$ cat config.mk
export PLATFORM = sky130hd
export DESIGN_NAME = alu_arbiter
export DESIGN_NICKNAME = d
export VERILOG_FILES = /design/src/rtl/alu_pkg.sv /design/src/rtl/alu_arbiter_rr.sv /design/src/rtl/alu_arbiter.sv
export SDC_FILE = /design/constraint.sdc
export NUM_CORES = 1
export LEC_CHECK = 0
export CORE_ASPECT_RATIO = 0.6
export CORE_MARGIN = 3
export CORE_UTILIZATION = 24
export CTS_CLUSTER_SIZE = 14
export DETAILED_ROUTE_END_ITERATION = 10
export HOLD_SLACK_MARGIN = 0.02
export PLACE_DENSITY_LB_ADDON = 0.25
export RECOVER_POWER = 100
export SLEW_MARGIN = 20
export SYNTH_ARGS = -nofsm -noshare
export SYNTH_HDL_FRONTEND = slang
export SYNTH_SLANG_ARGS = --single-unit
$ cat constraint.sdc
create_clock -name clk_in -period 1.3 [get_ports clk_in]
set_input_delay 0.13 -clock clk_in [delete_from_list [all_inputs] [get_ports clk_in]]
set_output_delay 0.13 -clock clk_in [all_outputs]
set_load 0.01 [all_outputs]
$ cat src/rtl/alu_pkg.sv
// Shared ALU opcode encodings {funct7[5],funct3}
// and the legality check used by the arbiter's opcode filter.
package alu_pkg;

  typedef logic [3:0] alu_opcode_t;

  localparam alu_opcode_t ALU_ADD  = 4'b0000;
  localparam alu_opcode_t ALU_SUB  = 4'b1000;
  localparam alu_opcode_t ALU_SLT  = 4'b0010;
  localparam alu_opcode_t ALU_SLTU = 4'b0011;
  localparam alu_opcode_t ALU_AND  = 4'b0111;
  localparam alu_opcode_t ALU_OR   = 4'b0110;
  localparam alu_opcode_t ALU_XOR  = 4'b0100;
  localparam alu_opcode_t ALU_SLL  = 4'b0001;
  localparam alu_opcode_t ALU_SRL  = 4'b0101;
  localparam alu_opcode_t ALU_SRA  = 4'b1101;

  function automatic logic is_legal_alu_op(
    input alu_opcode_t op
  );
    case (op)
      ALU_ADD, ALU_SUB, ALU_SLT, ALU_SLTU,
      ALU_AND, ALU_OR, ALU_XOR,
      ALU_SLL, ALU_SRL, ALU_SRA: return 1'b1;
      default: return 1'b0;
    endcase
  endfunction

endpackage

$ cat src/rtl/alu_arbiter_rr.sv
// Round-robin arbiter: wrap-around priority search
// starting at rr_ptr; pointer advances past the winner on update.
module rr_arbiter #(
  parameter int NUM_REQ = 2,
  parameter int ID_W    = 1
) (
  input  logic               clk,
  input  logic               rst_n,
  input  logic [NUM_REQ-1:0] req,
  input  logic               update,
  output logic [NUM_REQ-1:0] grant,
  output logic [ID_W-1:0]    idx,
  output logic               any,
  output logic [ID_W-1:0]    ptr
);

  int j;

  always_comb begin
    grant = '0;
    idx   = '0;
    any   = 1'b0;
    j     = 0;
    for (int k = 0; k < NUM_REQ; k++) begin
      j = int'(ptr) + k;
      if (j >= NUM_REQ) j = j - NUM_REQ;
      if (!any && req[j]) begin
        any      = 1'b1;
        grant[j] = 1'b1;
        idx      = ID_W'(j);
      end
    end
  end

  always_ff @(posedge clk) begin
    if (!rst_n) begin
      ptr <= '0;
    end else if (update) begin
      ptr <= (idx == ID_W'(NUM_REQ - 1))
           ? '0 : idx + 1'b1;
    end
  end

endmodule

$ cat src/rtl/alu_arbiter.sv
// Shares one ALU between NUM_REQ requesters with a registered response.
// Optional opcode check enabled by ALU_ARB_OPCHK_EN (adds rsp_err_out).
module alu_arbiter
  import alu_pkg::*;
#(
  parameter int NUM_REQ = 2,
  parameter int ID_W    = 1
) (
  input  logic                    clk_in,
  input  logic                    rst_n_in,
  input  logic [NUM_REQ-1:0]      req_valid_in,
  output logic [NUM_REQ-1:0]      req_ready_out,
  input  logic [NUM_REQ*32-1:0]   req_op_1_in,
  input  logic [NUM_REQ*32-1:0]   req_op_2_in,
  input  logic [NUM_REQ*4-1:0]    req_opcode_in,
  output logic [31:0]             alu_op_1_out,
  output logic [31:0]             alu_op_2_out,
  output logic [3:0]              alu_opcode_out,
  input  logic [31:0]             alu_result_in,
  output logic                    rsp_valid_out,
  input  logic                    rsp_ready_in,
  output logic [31:0]             rsp_result_out,
  output logic [ID_W-1:0]         rsp_id_out
`ifdef ALU_ARB_OPCHK_EN
  ,
  output logic                    rsp_err_out
`endif
);

  typedef enum logic {EMPTY, FULL} state_t;

  state_t             state;
  logic [NUM_REQ-1:0] grant;
  logic [ID_W-1:0]    idx;
  logic [ID_W-1:0]    ptr;
  logic [ID_W-1:0]    sel;
  logic               any;
  logic               can_accept;
  logic               accept;
  logic               legal;

  rr_arbiter #(
    .NUM_REQ (NUM_REQ),
    .ID_W    (ID_W)
  ) u_rr (
    .clk    (clk_in),
    .rst_n  (rst_n_in),
    .req    (req_valid_in),
    .update (accept),
    .grant  (grant),
    .idx    (idx),
    .any    (any),
    .ptr    (ptr)
  );

  assign can_accept = (state == EMPTY)
                    | (rsp_valid_out & rsp_ready_in);

  assign req_ready_out = rst_n_in
                       ? (grant & {NUM_REQ{can_accept}})
                       : '0;

  assign accept = |(req_valid_in & req_ready_out);

  // Idle cycles still present rr_ptr's fields; the ALU output is ignored.
  assign sel = any ? idx : ptr;

  assign alu_op_1_out   = req_op_1_in[int'(sel)*32 +: 32];
  assign alu_op_2_out   = req_op_2_in[int'(sel)*32 +: 32];
  assign alu_opcode_out = req_opcode_in[int'(sel)*4 +: 4];

`ifdef ALU_ARB_OPCHK_EN
  assign legal = is_legal_alu_op(alu_opcode_out);
`else
  assign legal = 1'b1;
`endif

  always_ff @(posedge clk_in) begin
    if (!rst_n_in) begin
      state          <= EMPTY;
      rsp_valid_out  <= 1'b0;
      rsp_result_out <= '0;
      rsp_id_out     <= '0;
`ifdef ALU_ARB_OPCHK_EN
      rsp_err_out    <= 1'b0;
`endif
    end else if (accept) begin
      state          <= FULL;
      rsp_valid_out  <= 1'b1;
      rsp_result_out <= legal ? alu_result_in : '0;
      rsp_id_out     <= idx;
`ifdef ALU_ARB_OPCHK_EN
      rsp_err_out    <= ~legal;
`endif
    end else if (rsp_valid_out & rsp_ready_in) begin
      state          <= EMPTY;
      rsp_valid_out  <= 1'b0;
    end
  end

endmodule

==> results.yml <==
worst_setup_path:
  cp_slowest_stage_delay_ns: 0.42
  cp_top_family: "adder cells"
  cp_cell_sequence: "maj3_4 > buf_12 > buf_6 > mux2_4 > buf_6"
  cp.arrival_ns: 1.75
  path_max_fanout: 7
  start_kind: "register"
  cpMaxStageDelayCell: "maj3_4"
  critPathBufInv: 3
  critPathCaptureType: "primary output"
  required_ns: 1.17
  crit_top_cell: "buf_6"
  path_class: "reg2out"
sta:
  hold_viol_final: 0
  tightest_slew_ns: 0.326
  fin_ws_ns: -0.579
  period_share_pct: 145
  setup_tns_ns: -36.08
  final_max_slew_viol_count: 0
  relSlewSlack_pct: 78.3
  period_minus_slack_ns: 1.88
  fin_hold_ws_ns: 0.378
  fmax_ghz: 0.532
  skew_ns: 0.00513
  grt_setup_unrepaired: "yes"
  setup_viol: 100
power_and_ir_drop:
  switchingPower_mw: 1.24
  vdd_drop_max_mv: 0.632
  pwr-share-seq_pct: 25.7
  p_clk_share_pct: 29.5
  p_comb_share_pct: 44.8
  total_power_mw: 4.75
  power_leakage_nw: 2.31
  power.share.switching_pct: 26.2
  p_int_mw: 3.50
  power_density_nw_per_um2: 843
die:
  dieArea_um2: 10600
  ios: 277
  fp.dieH_um: 80.9
  num_rows: 26
  die_width_um: 131
  core_um2: 8820
  start_util_pct: 25.5
routing:
  drc: 0
  wirelength_um: 12100
  vias_per_cell: 4.56
  drt_iter0_drc: 100
  vias: 2985
  ant_nets: 0
  routedWlPerCell_um: 18.5
  dr.pass1.iters: 4
global_routing:
  grt_pass1_vias: 2958
  grt_pass1_wl_um: 16600
  antenna_found_initial: 0
  grt_overflow: 0
  grtUsageTotal_pct: 20.6
  grt_max_degree: 33
clocking:
  cts_max_level: 2
  clk_pin_slew_ns: 0.05
  numCtsBuffers: 5
  cts_tree: "done"
  clkSinkCount: 35
  cts_root_buf: "clkbuf_16"
  clk_path_buf_depth: 2
  clkLatencyLatePin_ns: 0.28
synthesis:
  async_flop_share_pct: 0
  synth-simple-area-share_pct: 15.6
  synth.area.mux_share_pct: 37.4
  synth_compound_area_share_pct: 9.53
  ys.flop_type: "dfxtp_1"
  synth_edf_count: 0
  yosys.cell_count.top_type: "mux2_2"
  yosys.area_share.adder_pct: 0.501
  synth_area_leader_cell: "dfxtp_1"
  synth_xor_xnor_area_share_pct: 0
  synth_fp_nets: 414
  synth_commonest_cells: "48 x mux2_2, 35 x dfxtp_1, 33 x nand2_1, 33 x o21ai_0, 32 x nand4_1"
  ys_seq_area_share_pct: 31.2
  synth.yosys.warnings: 0
  ys_types: 21
  synth_top_family_by_area: "multiplexers"
  yosysTopAreaCellShare_pct: 31.2
  synth_seq_cells: 35
  synthTopCellsByArea: "dfxtp_1 31%, mux2_2 24%, mux2_4 13%, nand4_1 8.9%, o21ai_0 7.4%"
  postSynthCellCount: 241
  syn_area_um2: 2250
  avgSynthCellArea_um2: 9.32
placed_design:
  place_hpwl_um: 9510
  port_buffers: 276
  place_area_um2: 5210
  post-place-ws_ns: -0.907
  place_inst: 633
  gp_congestion: 0.801
cells_and_area:
  fin_cells: 654
  final_util_pct: 63.9
  drive_gt1_share_pct: 34.7
  final_area_um2: 5630
  area_delta_synth_final_pct: 151
  num-fill-cells: 729
  final_nets: 700
  antennaDiodeCount: 0
run_status:
  violations: "setup timing"
  status: "finished, violations left"
hold_path:
  hp-class: "in2reg"
job:
  drv_cap: 0
[registers in the layout, indices dropped and copies added (netlist names)]
signal	flops
rsp_id_out	1
state	1
rsp_result_out	32
u_rr.ptr	1
[timing repair]
| action | CTS | global route |
|---|---|---|
| buffers inserted | 7 | 4 |
| cloned | 4 | 0 |
| hold buffers | 0 | 0 |
| resized for setup | 360 | 47 |
| pin swaps | 1 | 1 |
| endpoints found under the setup margin | 106 | 99 |
[kinds of logic (layout without fill, tap and decap cells)]
logic type	after synthesis	count (layout)
and+or+nand+nor	70	70
DFF	35	35
buffers and inverters	27	314
AOI/OAI and AO/OA	40	40
muxes	68	68
adders and majority gates	1	1
[final cells by class]
cell class                      instances  area, µm²  area share, %
Timing Repair Buffer                  304       3130           55.5
Multi-Input combinational cell        179       1460           26.0
Sequential cell                        35        702           12.5
Tap cell                              126        158           2.80
Clock buffer                            6        139           2.47
Clock inverter                          2       35.0          0.622
Inverter                                2       7.51          0.133
[layer usage]
metal	part of all wire, %	vias to the layer above	global-route usage, %
li1	-	1464	-
met1	40	1392	25.3
met2	52	116	36.6
met3	6.6	13	5.78
met4	1.4	0	3.70
met5	0	-	0
[cell usage in the layout, fill, tap and decap left out, types with 7 or more instances in the layout]
cell / synthesis / routed
dfxtp_1: 35 / 34
buf_2: 4 / 7
mux2_4: 20 / 27
clkdlybuf4s25_1: 0 / 26
nand4_1: 32 / 32
buf_6: 3 / 69
o21ai_0: 33 / 32
nand2_1: 33 / 32
clkdlybuf4s50_1: 0 / 170
mux2_2: 48 / 41
buf_4: 0 / 12
[worst reg2reg max path, cell delays in order (launching register included)]
cell,delay (ns)
dfxtp_1,0.31
nand2b_1,0.15
clkbuf_4,0.33
and3_4,0.25
buf_12,0.16
o21ai_0,0.13
[power by group through the flow]
stage / registers [mW] / logic, mW / clock network [mW]
global route: 1.23 / 2.25 / 1.51
floorplan: 1.28 / 0.671 / 0
global placement: 1.24 / 1.96 / 0
finish: 1.22 / 2.13 / 1.40
detailed placement: 1.24 / 1.98 / 0
CTS: 1.22 / 2.17 / 1.44
[final timing paths]
check                           cells after the start  slack [ns]          startpoint                  to
worst min-delay path                                3        0.38     req_valid_in[1]            u_rr.ptr
worst max register to register                      5       -0.14               state   rsp_result_out[1]
worst min register to register                      2        0.46  rsp_result_out[22]  rsp_result_out[22]
worst max-delay path                                5       -0.58            u_rr.ptr    alu_op_1_out[21]
Note: power is estimated with default switching activity, not from simulation.
